<file path="config.mk">
export PLATFORM = sky130hd
export DESIGN_NAME = i2c_sht_target
export DESIGN_NICKNAME = d
export VERILOG_FILES = /design/src/rtl/i2c_sht_target.sv
export SDC_FILE = /design/constraint.sdc
export NUM_CORES = 1
export LEC_CHECK = 0
export CAP_MARGIN = 20
export CORE_MARGIN = 10
export CORE_UTILIZATION = 40
export DETAILED_ROUTE_END_ITERATION = 16
export GPL_ROUTABILITY_DRIVEN = 1
export HOLD_SLACK_MARGIN = 0.03
export PLACE_DENSITY = 0.62
export SYNTH_ARGS = -nofsm -noshare
export SYNTH_HDL_FRONTEND = slang
export SYNTH_SLANG_ARGS = --single-unit
</file>
<file path="constraint.sdc">
create_clock -name clk -period 5.75 [get_ports clk]
set_input_delay 1.15 -clock clk [delete_from_list [all_inputs] [get_ports clk]]
set_output_delay 1.15 -clock clk [all_outputs]
set_load 0.03 [all_outputs]
</file>
<file path="src/rtl/i2c_sht_target.sv">
// i2c_sht_target: I2C target that emulates a temperature/humidity sensor.
// A write transfer delivers one command byte (Cmd_Out / Cmd_Valid). A read
// transfer returns a 6-byte frame: TempMSB, TempLSB, TempCRC, HumMSB,
// HumLSB, HumCRC. SCL/SDA are asynchronous and are synchronized before
// any decoding takes place.
//
// Build option: define SHT_TARGET_CRC_EN to compute real CRC-8 bytes
// (polynomial 0x31, init 0xFF). Leave it undefined and both CRC bytes
// read back as 8'hFF, with no CRC logic built.
module i2c_sht_target #(
   parameter logic [6:0] TARGET_ADDR = 7'h44,
   parameter int         SYNC_STAGES = 2
) (
   input  logic        clk,
   input  logic        rst,
   input  logic        Scl_In,
   input  logic        Sda_In,
   output logic        Sda_Drive_Low,
   input  logic [15:0] Temp_Data,
   input  logic [15:0] Hum_Data,
   input  logic        Data_Ready,
   output logic [7:0]  Cmd_Out,
   output logic        Cmd_Valid,
   output logic [2:0]  Target_State_Out
);

   localparam logic [2:0] T_IDLE     = 3'b000;
   localparam logic [2:0] T_ADDR     = 3'b001;
   localparam logic [2:0] T_ADDR_ACK = 3'b010;
   localparam logic [2:0] T_CMD      = 3'b011;
   localparam logic [2:0] T_CMD_ACK  = 3'b100;
   localparam logic [2:0] T_TX       = 3'b101;
   localparam logic [2:0] T_TX_ACK   = 3'b110;
   localparam logic [2:0] T_WAIT     = 3'b111;

`ifdef SHT_TARGET_CRC_EN
   // CRC-8 over a 16-bit word, MSB first, poly 0x31, init 0xFF,
   // no reflection and no final XOR.
   function automatic logic [7:0] crc8_word(input logic [15:0] w);
      logic [7:0] c;
      c = 8'hFF;
      for (int i = 15; i >= 0; i--) begin
         if (c[7] ^ w[i])
            c = {c[6:0], 1'b0} ^ 8'h31;
         else
            c = {c[6:0], 1'b0};
      end
      return c;
   endfunction

   function automatic logic [7:0] crc_byte(input logic [15:0] w);
      return crc8_word(w);
   endfunction
`else
   // Without the CRC option the checksum bytes read as all ones.
   function automatic logic [7:0] crc_byte(input logic [15:0] w);
      logic unused_w;
      unused_w = ^w;
      return 8'hFF | {7'b0, unused_w & 1'b0};
   endfunction
`endif

   logic [SYNC_STAGES-1:0] scl_sync;
   logic [SYNC_STAGES-1:0] sda_sync;
   logic                   scl_d;
   logic                   sda_d;
   logic                   scl_s;
   logic                   sda_s;
   logic                   scl_rise;
   logic                   scl_fall;
   logic                   start_det;
   logic                   stop_det;

   logic [2:0]             state;
   logic [2:0]             bit_cnt;
   logic [2:0]             byte_idx;
   logic [6:0]             shift_reg;
   logic                   rw_bit;
   logic                   cmd_upd;
   logic [7:0]             frame [6];
   logic [7:0]             rx_byte;
   logic [7:0]             tx_cur;

   // Synchronizer chains for both bus lines plus one delay flop each for edge detection
   always_ff @(posedge clk) begin
      if (rst) begin
         scl_sync <= '1;
         sda_sync <= '1;
         scl_d    <= 1'b1;
         sda_d    <= 1'b1;
      end else begin
         scl_sync[0] <= Scl_In;
         sda_sync[0] <= Sda_In;
         for (int i = 1; i < SYNC_STAGES; i++) begin
            scl_sync[i] <= scl_sync[i-1];
            sda_sync[i] <= sda_sync[i-1];
         end
         scl_d <= scl_s;
         sda_d <= sda_s;
      end
   end

   assign scl_s     = scl_sync[SYNC_STAGES-1];
   assign sda_s     = sda_sync[SYNC_STAGES-1];
   assign scl_rise  = scl_s & ~scl_d;
   assign scl_fall  = ~scl_s & scl_d;
   // Bus conditions: SDA moving while SCL is high
   assign start_det = sda_d & ~sda_s & scl_s;
   assign stop_det  = ~sda_d & sda_s & scl_s;

   // Byte being assembled: previous seven bits plus the bit on the line now
   assign rx_byte   = {shift_reg, sda_s};
   assign tx_cur    = frame[byte_idx];

   assign Target_State_Out = state;

   // Protocol FSM: samples on SCL rise, changes SDA drive only on SCL fall
   always_ff @(posedge clk) begin
      if (rst) begin
         state         <= T_IDLE;
         bit_cnt       <= 3'd0;
         byte_idx      <= 3'd0;
         shift_reg     <= 7'd0;
         rw_bit        <= 1'b0;
         cmd_upd       <= 1'b0;
         Cmd_Out       <= 8'h00;
         Cmd_Valid     <= 1'b0;
         Sda_Drive_Low <= 1'b0;
         for (int i = 0; i < 6; i++)
            frame[i] <= 8'h00;
      end else begin
         cmd_upd   <= 1'b0;
         Cmd_Valid <= cmd_upd;
         if (start_det) begin
            // START or repeated START restarts address reception from any state
            state         <= T_ADDR;
            bit_cnt       <= 3'd0;
            Sda_Drive_Low <= 1'b0;
         end else if (stop_det) begin
            state         <= T_IDLE;
            Sda_Drive_Low <= 1'b0;
         end else begin
            case (state)
               T_IDLE: begin
                  Sda_Drive_Low <= 1'b0;
               end
               T_ADDR: begin
                  if (scl_rise) begin
                     shift_reg <= rx_byte[6:0];
                     bit_cnt   <= bit_cnt + 3'd1;
                     if (bit_cnt == 3'd7) begin
                        rw_bit <= sda_s;
                        // Reads are only acknowledged once data is available
                        if (rx_byte[7:1] == TARGET_ADDR && (!sda_s || Data_Ready))
                           state <= T_ADDR_ACK;
                        else
                           state <= T_WAIT;
                     end
                  end
               end
               T_ADDR_ACK: begin
                  if (scl_fall) begin
                     if (!Sda_Drive_Low) begin
                        Sda_Drive_Low <= 1'b1;
                     end else if (rw_bit) begin
                        // Snapshot the measurement so the frame cannot tear mid-read
                        frame[0]      <= Temp_Data[15:8];
                        frame[1]      <= Temp_Data[7:0];
                        frame[2]      <= crc_byte(Temp_Data);
                        frame[3]      <= Hum_Data[15:8];
                        frame[4]      <= Hum_Data[7:0];
                        frame[5]      <= crc_byte(Hum_Data);
                        byte_idx      <= 3'd0;
                        bit_cnt       <= 3'd0;
                        Sda_Drive_Low <= ~Temp_Data[15];
                        state         <= T_TX;
                     end else begin
                        Sda_Drive_Low <= 1'b0;
                        bit_cnt       <= 3'd0;
                        state         <= T_CMD;
                     end
                  end
               end
               T_CMD: begin
                  if (scl_rise) begin
                     shift_reg <= rx_byte[6:0];
                     bit_cnt   <= bit_cnt + 3'd1;
                     if (bit_cnt == 3'd7) begin
                        Cmd_Out <= rx_byte;
                        cmd_upd <= 1'b1;
                        state   <= T_CMD_ACK;
                     end
                  end
               end
               T_CMD_ACK: begin
                  if (scl_fall) begin
                     if (!Sda_Drive_Low) begin
                        Sda_Drive_Low <= 1'b1;
                     end else begin
                        Sda_Drive_Low <= 1'b0;
                        state         <= T_WAIT;
                     end
                  end
               end
               T_TX: begin
                  // bit_cnt counts bits already clocked out; the MSB went out on entry
                  if (scl_rise) begin
                     bit_cnt <= bit_cnt + 3'd1;
                     if (bit_cnt == 3'd7)
                        state <= T_TX_ACK;
                  end else if (scl_fall) begin
                     Sda_Drive_Low <= ~tx_cur[3'd7 - bit_cnt];
                  end
               end
               T_TX_ACK: begin
                  if (scl_fall) begin
                     Sda_Drive_Low <= 1'b0;
                  end else if (scl_rise) begin
                     // Master ACK with bytes left continues; NACK or end of frame stops
                     if (!sda_s && byte_idx < 3'd5) begin
                        byte_idx <= byte_idx + 3'd1;
                        bit_cnt  <= 3'd0;
                        state    <= T_TX;
                     end else begin
                        state <= T_WAIT;
                     end
                  end
               end
               T_WAIT: begin
                  Sda_Drive_Low <= 1'b0;
               end
            endcase
         end
      end
   end

endmodule
</file>
# Word-level counts from Yosys, hierarchy flattened
# Memory sizes are Yosys's and may differ from the RTL's. A register that Yosys moved wholly into a read port is not among the register bits.
# Index checks and enable logic that the tools add are counted.
# totals
ramBits	48
memories	1
elab_cells	167
input_bits	37
register_bits	34
out_inout_bits	13
# mem_list
name	depth	word_bits	rd	rd_clocked_by_memory_dff	write_ports	line	rtl
frame	6	8	1	1	6	80	logic [7:0] frame [6];
# op_classes
n_lt_le_gt_ge	2
mux	62
eq_ne	39
bitwise_logic	22
addsub	3
reduce_logical	24
# op_table
operator	n
2-to-1 mux 3 bit	28
2-to-1 mux 8 bit	6
inequality test 4 bit, second input constant	12
inequality test 2 bit, second input constant	17
AND reduction 13 bit	2
2-to-1 mux 1 bit	22
case mux 3 bit (6 select lines)	1
equality test 3 bit, second input constant	5
NOT 1 bit	10
AND reduction 5 bit	2
case mux 3 bit (3 select lines)	1
AND reduction 9 bit	1
AND reduction 8 bit	1
nonzero test 8 bit	1
equality test 7 bit, second input constant	1
adder 3 x 1 -> 3 bit, second input constant	2
bitwise AND 1 bit	6
equality test 3 x 2 -> 1 bit, second input constant	2
bitwise OR 1 bit	6
case mux 3 bit (2 select lines)	1
AND reduction 6 bit	1
nonzero test 6 bit	1
OR reduction 2 bit	3
OR reduction 3 bit	2
other kinds (17)	18

# Depth between registers and ports, before layout
# depth
word_depth	9
depth_mapped	8
ltp_nobuf	7

# Worst setup path after synthesis
# Ideal clock, no wire load.
# synth_path
kind	in2reg
startpoint	in rst
endpoint	mem frame[0][0] (enable)
slack_ns	2.951
cell_stages	3
required_time_ns	5.342
n_path_buf	2
t_arrival_ns	2.392
setup_ns	0.408
path_cell_list	buf_6 -> nand2b_1 -> clkbuf_1
# synth_lines
element	line	rtl
from (decl)	15	input logic rst,
to (decl)	80	

# Worst setup path in the final report
# layout_path
startpoint	reg state[2], in the netlist Target_State_Out[2]
endpoint	out Target_State_Out[2]
# layout_lines
element	line	rtl
from (decl)	74	logic [2:0] state;
from (signal assigned)	120	state <= T_IDLE;
from (signal assigned)	136	state <= T_ADDR;
from (signal assigned)	140	state <= T_IDLE;
to (decl)	24	output logic [2:0] Target_State_Out
# No word-level cell between the ends.

==> flow_metrics.py <==
metrics = {
    "sta": {
        "slew_headroom": 0.3382,
        "hold_violations": 0,
        "rsz0062_at_grt": "no",
        "min_period_ps": 3042,
        "setup_viol": 0,
        "tightest_slew_ps": 989.6,
        "finalSetupTns_ps": 0,
        "fmax_mhz": 328.7,
        "whs_ps": 408.6,
        "period_share": 0.5291,
        "skew_ps": 8.502,
        "final_max_slew_viol_count": 0,
    },
    "power": {
        "ir_worst_vdd_mv": 0.1469,
        "p_leak_nw": 1.515,
        "power_density_mw_per_mm2": 259.0,
    },
    "routing": {
        "drc": 0,
        "dr_total_vias": 2192,
        "drt_pass1_iterations": 4,
        "avgViaCountPerCell": 5.016,
        "drt_wl_total_microns": 6300,
        "initialDrtViolationCount": 96,
        "ant_nets": 0,
        "avgRoutedWirePerCell_microns": 14.42,
    },
    "cells_and_area": {
        "postLayoutCoreUtil": 0.5104,
        "fin_cells": 437,
        "nets": 370,
        "drive_gt1_frac": 0.1254,
        "antenna_cells_inserted": 0,
        "multi_input_area_sq_mm": 0.001345,
        "fillers": 718,
        "syn2layout_area_growth_pct": 23.35,
        "final_common_cell": "clkdlybuf4s50_1",
        "final-seq-area_sq_mm": 0.001752,
        "mostFrequentLayoutCells": "49 x clkdlybuf4s50_1, 38 x dfxtp_1, 33 x edfxtp_1",
        "largest_register_ffs": 34,
    },
    "synthesis": {
        "syn_inst": 286,
        "synth_cell_types": 53,
        "ys_warn_count": 0,
        "synthArstFlopShare": 0,
        "ys_seq_area_frac": 0.5422,
        "synth_ff_type": "dfxtp_1",
        "syn_area_per_cell_sq_um": 11.30,
        "synth_fp_nets": 326,
        "netlist_area_sq_mm": 0.003231,
        "ys_ff_latch": 71,
        "synth_edf_count": 33,
    },
    "cts": {
        "cts_resized": 0,
        "ctsHoldBuffers": 0,
        "post_cts_buffers": 0,
        "clkSinkCount": 71,
        "cts_buffer_depth": 2,
        "root_buffer": "clkbuf_8",
        "numCtsBuffers": 9,
        "cts_max_level": 3,
        "cts_tree": "done",
        "clkLatencyLatePin_ps": 330,
        "clkTransAtPathRegs_ps": 70,
    },
    "placement": {
        "place_hpwl_microns": 4472,
        "portBuffers": 49,
        "placed_cells": 421,
        "routabilityCongestion": 0.7975,
    },
    "worst_setup_path": {
        "cp-end-kind": "output pin",
        "crit_path_start_kind": "register",
        "cp_slowest_cell": "clkdlybuf4s50_1",
        "worstSetupPathType": "register to output pin",
        "slowest_delay_ps": 800,
        "path_cells": "clkdlybuf4s50_1",
        "cp_num_buf_inv": 1,
        "critPathArrivalTime_ps": 1890,
        "crit_required_ps": 4600,
        "worstPathMaxFanout": 21,
        "cp_top_family": "buffers and inverters",
    },
    "flow_run": {
        "cap_violations": 0,
    },
    "worst_hold_path": {
        "hold_path.class": "register to register",
    },
    "die": {
        "io_pins": 50,
        "core_area_sq_mm": 0.007807,
        "rows": 32,
        "die_h_microns": 109.9,
        "die_w_microns": 109.9,
        "start_util": 0.4138,
        "die_area_sq_mm": 0.01207,
    },
    "global_route": {
        "grt_usage": 0.1140,
        "grt_first_pass_wirelength_microns": 10970,
        "grt_pass1_vias": 2251,
        "grt_max_degree": 40,
        "overflow": 0,
        "antenna_found_initial": 0,
    },
    "run_status": {
        "outcome": "finished, final reports clean",
    },
}
-- synth_stat cells, drive strengths merged (2+ instances only) --
cell	number	area share
nor3	3	0.0081
o2111ai	3	0.0081
nand3	6	0.0093
mux2i	21	0.065
a2111oi	3	0.0081
nand2	11	0.013
o311ai	2	0.0054
nand3b	2	0.0046
edfxtp	33	0.31
nand2b	3	0.0058
inv	8	0.0093
a21oi	15	0.024
nor2	32	0.037
and2b	2	0.0058
o22ai	2	0.0039
clkbuf	11	0.016
ha	3	0.012
or3	2	0.0039
nor4b	4	0.013
o21ai	8	0.014
nor2b	3	0.0058
mux4	6	0.042
buf	7	0.016
dfxtp	38	0.24
or2	6	0.012
and2	33	0.064
xor2	3	0.0081
-- metal layers --
metal,vias up,share of wire,GRT usage
met3,8,0.075,0.04037
li1,1106,-,-
met1,1021,0.48,0.1506
met5,-,0,0
met2,57,0.43,0.1655
met4,0,0.013,0.04647
-- cells by family after synthesis --
family,synth area share
AOI/OAI and AO/OA,0.09412
DFF,0.5422
buffers and inverters,0.04144
muxes,0.1069
and+or+nand+nor,0.1956
adders and majority gates,0.01162
xor gates and xnor gates,0.008135
-- path summary, 6_finish.rpt --
kind / cells past startpoint / to / slack, ps / startpoint
worst max-delay path: 1 / Target_State_Out[2] / 2710 / Target_State_Out[2]$_SDFFE_PP0P_
worst min-delay path: 1 / sda_sync[1]$_SDFF_PP1_ / 410 / sda_sync[0]$_SDFF_PP1_
worst max register to register: 6 / Cmd_Out[2]$_SDFFE_PP0P_ / 3340 / Target_State_Out[0]$_SDFFE_PP0P_
worst min register to register: 1 / sda_sync[1]$_SDFF_PP1_ / 410 / sda_sync[0]$_SDFF_PP1_
-- cell type report --
class                      count  share of cell area
multi-input combinational    189              0.3375
clock buffer                  11             0.03642
sequential                    71              0.4396
timing repair buffer          51              0.1268
clock inverter                 5             0.02009
tap                          102             0.03203
inverter                       8            0.007535
-- report_power, final --
group	internal, mW	leakage (nW)	total [mW]	switching (mW)
logic	0.0294	0.750	0.0472	0.0178
registers	0.536	0.648	0.541	0.00491
clock network	0.261	0.117	0.444	0.182
-- stage by stage --
step | worst slack, ps | area [sq um] | power [mW]
3_3_place_gp | 2488 | 3760 | 0.5998
4_1_cts | 2708 | 3985 | 1.047
2_1_floorplan | 2951 | 3231 | 0.5714
6_report | 2708 | 3985 | 1.032
3_5_place_dp | 2422 | 3760 | 0.6007
5_1_grt | 2490 | 3985 | 1.071
No activity file was read; power rests on OpenSTA's default activity.
